### config.mk
export PLATFORM = sky130hd
export DESIGN_NAME = vlsu_meta_buf
export DESIGN_NICKNAME = d
export VERILOG_FILES = /design/src/rtl/vlsu_meta_buf.sv
export SDC_FILE = /design/constraint.sdc
export NUM_CORES = 1
export LEC_CHECK = 0
export ABC_AREA = 1
export BUFFER_PORTS_ARGS = -buffer_cell sky130_fd_sc_hd__buf_2
export CORE_UTILIZATION = 49
export CTS_CLUSTER_DIAMETER = 150
export DETAILED_ROUTE_END_ITERATION = 6
export PLACE_DENSITY = 0.69
export SLEW_MARGIN = 20
export SYNTH_ARGS = -nofsm -noshare
export SYNTH_HDL_FRONTEND = slang
export SYNTH_SLANG_ARGS = --single-unit
### constraint.sdc
create_clock -name clk_i -period 3.25 [get_ports clk_i]
set_clock_uncertainty 0.05 [all_clocks]
set_input_delay 0.1625 -clock clk_i [delete_from_list [all_inputs] [get_ports clk_i]]
set_output_delay 0.1625 -clock clk_i [all_outputs]
set_load 0.005 [all_outputs]
### src/rtl/vlsu_meta_buf.sv
// Circular metadata queue feeding the VLSU shuffle datapath: holds one entry per request and walks its data beats.
// Optional same-cycle head bypass into an empty buffer is enabled by defining VLSU_META_BUF_BYPASS_EN.
module vlsu_meta_buf #(
  parameter type         meta_glb_t = logic,
  parameter int unsigned Depth      = 4,
  parameter int unsigned BeatW      = 8
) (
  input  logic                       clk_i,
  input  logic                       rst_ni,
  input  logic                       meta_valid_i,
  output logic                       meta_ready_o,
  input  meta_glb_t                  meta_i,
  input  logic [BeatW-1:0]           meta_beats_i,
  output logic                       head_valid_o,
  output meta_glb_t                  head_o,
  output logic [BeatW-1:0]           beat_idx_o,
  output logic                       last_beat_o,
  input  logic                       beat_done_i,
  input  logic                       flush_i,
  output logic [$clog2(Depth+1)-1:0] usage_o,
  output logic                       empty_o
);

  localparam int unsigned PtrW = $clog2(Depth);
  localparam int unsigned CntW = $clog2(Depth+1);

  meta_glb_t        meta_mem  [Depth];
  logic [BeatW-1:0] beats_mem [Depth];

  logic [PtrW-1:0]  wptr_q, rptr_q;
  logic [CntW-1:0]  count_q;
  logic [BeatW-1:0] beat_q;

  logic [BeatW-1:0] beats_in;
  logic [BeatW-1:0] head_beats;
  logic             stored_valid;
  logic             enq;
  logic             bypass;
  logic             wr_en;
  logic             retire;
  logic             advance;

  // A zero beat count still occupies one beat of the datapath.
  assign beats_in     = (meta_beats_i == '0) ? BeatW'(1) : meta_beats_i;
  assign stored_valid = (count_q != '0);
  assign meta_ready_o = (count_q != CntW'(Depth)) && !flush_i;
  assign enq          = meta_valid_i && meta_ready_o;
  assign head_beats   = beats_mem[rptr_q];

  always_comb begin
    head_valid_o = stored_valid;
    head_o       = meta_mem[rptr_q];
    beat_idx_o   = beat_q;
    last_beat_o  = stored_valid && (beat_q == head_beats - BeatW'(1));
    bypass       = 1'b0;
`ifdef VLSU_META_BUF_BYPASS_EN
    // Empty buffer: present the incoming entry as head in the same cycle.
    if (!stored_valid && enq) begin
      bypass       = 1'b1;
      head_valid_o = 1'b1;
      head_o       = meta_i;
      beat_idx_o   = '0;
      last_beat_o  = (beats_in == BeatW'(1));
    end
`endif
  end

  // A bypassed single-beat entry consumed on arrival never touches storage.
  assign wr_en   = enq && !(bypass && beat_done_i && last_beat_o);
  assign retire  = beat_done_i && stored_valid && last_beat_o;
  assign advance = beat_done_i && head_valid_o && !last_beat_o;

  always_ff @(posedge clk_i) begin
    if (wr_en) begin
      meta_mem[wptr_q]  <= meta_i;
      beats_mem[wptr_q] <= beats_in;
    end
  end

  always_ff @(posedge clk_i or negedge rst_ni) begin
    if (!rst_ni) begin
      wptr_q  <= '0;
      rptr_q  <= '0;
      count_q <= '0;
      beat_q  <= '0;
    end else if (flush_i) begin
      wptr_q  <= '0;
      rptr_q  <= '0;
      count_q <= '0;
      beat_q  <= '0;
    end else begin
      if (wr_en) begin
        wptr_q <= wptr_q + PtrW'(1);
      end
      if (retire) begin
        rptr_q <= rptr_q + PtrW'(1);
        beat_q <= '0;
      end else if (advance) begin
        beat_q <= beat_q + BeatW'(1);
      end
      case ({wr_en, retire})
        2'b10:   count_q <= count_q + CntW'(1);
        2'b01:   count_q <= count_q - CntW'(1);
        default: count_q <= count_q;
      endcase
    end
  end

  assign usage_o = count_q;
  assign empty_o = (count_q == '0);

endmodule
==> out/qor.yml <==
outcome:
  status: "finished, final reports clean"
global_routing:
  grt_pass1_wl_um: 8630
  antenna_found_initial: 0
  grt_usage_pct: 19.4
  grt_overflow: 0
  grt_max_degree: 19
  grt_pass1_vias: 1878
clocking:
  htreeDepth: 2
  cts-root-buf: "clkbuf_8"
  worstSkewPairLatency_ns: 0.31
  clockBufferDepth: 2
  cts_inserted_buffers: 5
  clock_sinks: 51
  tritoncts: "built"
  path_clk_slew_ns: 0.10
flow_run:
  cap_violations: 0
placement:
  postPlaceCellArea_mm2: 0.00285
  place_ws_ns: 0.153
  port_buffers: 29
  gp_congestion: 0.805
  place_hpwl_um: 3770
power:
  leakage_nw: 1.29
  ir_worst_vdd_mv: 0.327
  p_int_w: 0.000977
  clkPwrFrac_pct: 28.1
  seqPwrFrac_pct: 53.8
  p_sw_w: 0.000417
  p_per_area_mw_per_mm2: 469
  total_power_w: 0.00139
  pwr-share-comb_pct: 18.1
  switching_share_pct: 29.9
logic_synthesis:
  synth_top_cell_by_area: "edfxtp_1"
  yosysUniqueCellTypes: 33
  synthArstFlopShare_pct: 29.4
  ys_warn_count: 0
  ys_ff_latch: 51
  ys.flop_type: "edfxtp_1"
  ys_seq_area_share_pct: 54.3
  avgSynthCellArea_um2: 9.51
  netlist_area_mm2: 0.00268
  yosys.cell_count.top_type: "nand2_1"
  synthCells: 282
  synth_top_cells_by_count: "nand2_1 (78), edfxtp_1 (36), nand3_1 (34), inv_1 (23), nor2_1 (16)"
  synth-edff-count: 36
  synth_top_area_share_pct: 40.3
  syn_nets: 303
  synth.area.top_cells: "edfxtp_1 (40%), dfrtp_1 (14%), nand2_1 (11%), nand3_1 (6.3%), inv_1 (3.2%)"
route:
  met1_length_um: 2510
  drt-total-wl_um: 5200
  routed.top_layer: "met4"
  wire_per_inst_um: 13.7
  first_iter_violations: 92
  drtPass1Iterations: 4
  wl_met3_um: 144
  route.met2.wl_um: 2450
  viasPerCell: 4.95
  vias: 1885
  drt.antenna.violating_nets: 0
  drc_errors: 0
sta:
  period_share_pct: 90.3
  fmax_mhz: 341
  setup_slack_ns: 0.315
  min_period_ns: 2.94
  finalMaxSlewViolations: 0
  slew_headroom_pct: 40.3
  hold_viol: 0
  final-setup-viol-count: 0
  holdWs_ns: 0.0102
  worstMarginPinSlew_ns: 0.892
cells_and_area:
  design_area_mm2: 0.00298
  fin_util_pct: 57.5
  nFillCells: 471
  area_growth_pct: 11.0
  drive_gt1_share_pct: 22.5
  antenna_cells: 0
  nets: 331
setup_path:
  rr_startpoint: "rptr_q[0]$_DFFE_PN0P_"
  worst_setup_path_end_kind: "register"
  cp_num_buf_inv: 2
  crit_chain: "inv_4, nand2_1, nand3_1, nand2_2, ha_1, xnor2_1, nor2_1, nand3_1, nor2_1, nand3_1, nor2_4, nand3_4, nor2_4, fa_1, xnor2_1, inv_1, nand2_1, nand2_1, nand2_1, nand2_1"
  critPathTopFamily: "simple AND/OR/NAND/NOR gates"
  critPathMaxStageDelay_ns: 0.46
  criticalPathCategory: "reg2reg"
  crit_top_cell: "nand2_1"
  cp_data_required_time_ns: 3.41
  cp_max_fo: 13
  crit_start: "rptr_q[0]$_DFFE_PN0P_"
  start_kind: "register"
  crit_slowest_cell: "dfrtp_2"
  crit_arrival_ns: 3.09
die:
  start_util_pct: 51.8
  die_y_um: 76.0
  num_io_pins: 30
  core_area_mm2: 0.00517
  placementRows: 26
  die_x_um: 76.0
  dieArea_mm2: 0.00577
worst_hold_path:
  hold_path_startpoint: "meta_i"
  hold_path.class: "in2reg"
state kept, by name, indices dropped and copies added (netlist names):
| signal | count |
|---|---|
| meta_mem | 4 |
| rptr_q | 2 |
| usage_o | 3 |
| beat_idx_o | 8 |
| beats_mem | 32 |
| wptr_q | 2 |
metal layers:
| metal | vias up | track usage, % |
|---|---|---|
| met5 | - | 0 |
| met4 | 0 | 8.27 |
| met3 | 9 | 3.35 |
| met2 | 27 | 32.3 |
| met1 | 871 | 25.1 |
| li1 | 978 | - |
cell usage in the layout (no fill, tap or decap), types with 4 or more instances in the layout:
cell type and n:
xnor2_1 4, o21ai_0 5, edfxtp_1 36, clkbuf_8 5, nand3_1 34, nand3_2 4, o21ai_1 4, xor2_1 6
nand2_2 8, nor2_4 4, buf_2 29, nand2_1 77, ha_1 6, inv_1 23, buf_4 4, dfrtp_1 14
nor2_1 16, nor3_1 5
worst reg2reg max path, cell delays in order, from the launching register on:
cell and delay, ns:
dfrtp_2 0.46, inv_4 0.14, nand2_1 0.07, nand3_1 0.10
nand2_2 0.10, ha_1 0.31, xnor2_1 0.12, nor2_1 0.10
nand3_1 0.09, nor2_1 0.11, nand3_1 0.14, nor2_4 0.19
nand3_4 0.14, nor2_4 0.13, fa_1 0.19, xnor2_1 0.13
inv_1 0.06, nand2_1 0.06, nand2_1 0.05, nand2_1 0.07
nand2_1 0.05
power by group through the flow:
stage | Sequential (W) | Combinational (W) | Clock (W)
6_report | 0.000750 | 0.000253 | 0.000392
3_3_place_gp | 0.000766 | 0.000241 | 0
3_5_place_dp | 0.000767 | 0.000245 | 0
2_1_floorplan | 0.000759 | 0.000187 | 0
4_1_cts | 0.000752 | 0.000247 | 0.000395
5_1_grt | 0.000755 | 0.000289 | 0.000425
stage by stage:
| step | std cells | TNS, ns |
|---|---|---|
| after floorplan | 282 | 0 |
| after global placement | 371 | 0 |
| after detailed placement | 371 | 0 |
| after CTS | 380 | 0 |
| after global routing | 381 | -0.0200 |
| final | 381 | 0 |
cells by family after synthesis:
| logic type | after synthesis | synth area share [%] |
|---|---|---|
| flops | 51 | 54.3 |
| fa+ha+maj | 7 | 3.55 |
| xor+xnor | 10 | 3.27 |
| buf+inv | 40 | 6.95 |
| simple gates | 159 | 28.8 |
| compound gates | 15 | 3.08 |
path summary, 6_finish.rpt:
check	end	slack [ns]	cells past startpoint
setup / recovery	usage_o[2]$_DFFE_PN0P_	0.31	20
hold / removal	meta_mem[2]$_DFFE_PP_	0.01	1
setup reg to reg	usage_o[2]$_DFFE_PN0P_	0.31	20
hold reg to reg	wptr_q[0]$_DFFE_PN0P_	0.53	1
max in group asynchronous	rptr_q[0]$_DFFE_PN0P_	2.62	2
min in group asynchronous	beat_idx_o[4]$_DFFE_PN0P_	0.24	2
area by class of cell:
class / instances / area, µm² / area share (%)
Sequential cell: 51 / 1460 / 49.0
Multi-Input combinational cell: 191 / 1050 / 35.1
Timing Repair Buffer: 34 / 185 / 6.22
Inverter: 27 / 104 / 3.49
Tap cell: 70 / 87.6 / 2.94
Clock buffer: 5 / 68.8 / 2.31
Clock inverter: 3 / 27.5 / 0.925
what timing repair did:
action,4_1_cts,5_1_grt
hold buffers,1,0
buffers inserted,0,1
setup endpoints to repair,0,3
hold endpoints to repair,15,0
gates resized for setup,0,3
Note: power is estimated with default switching activity, not from simulation.
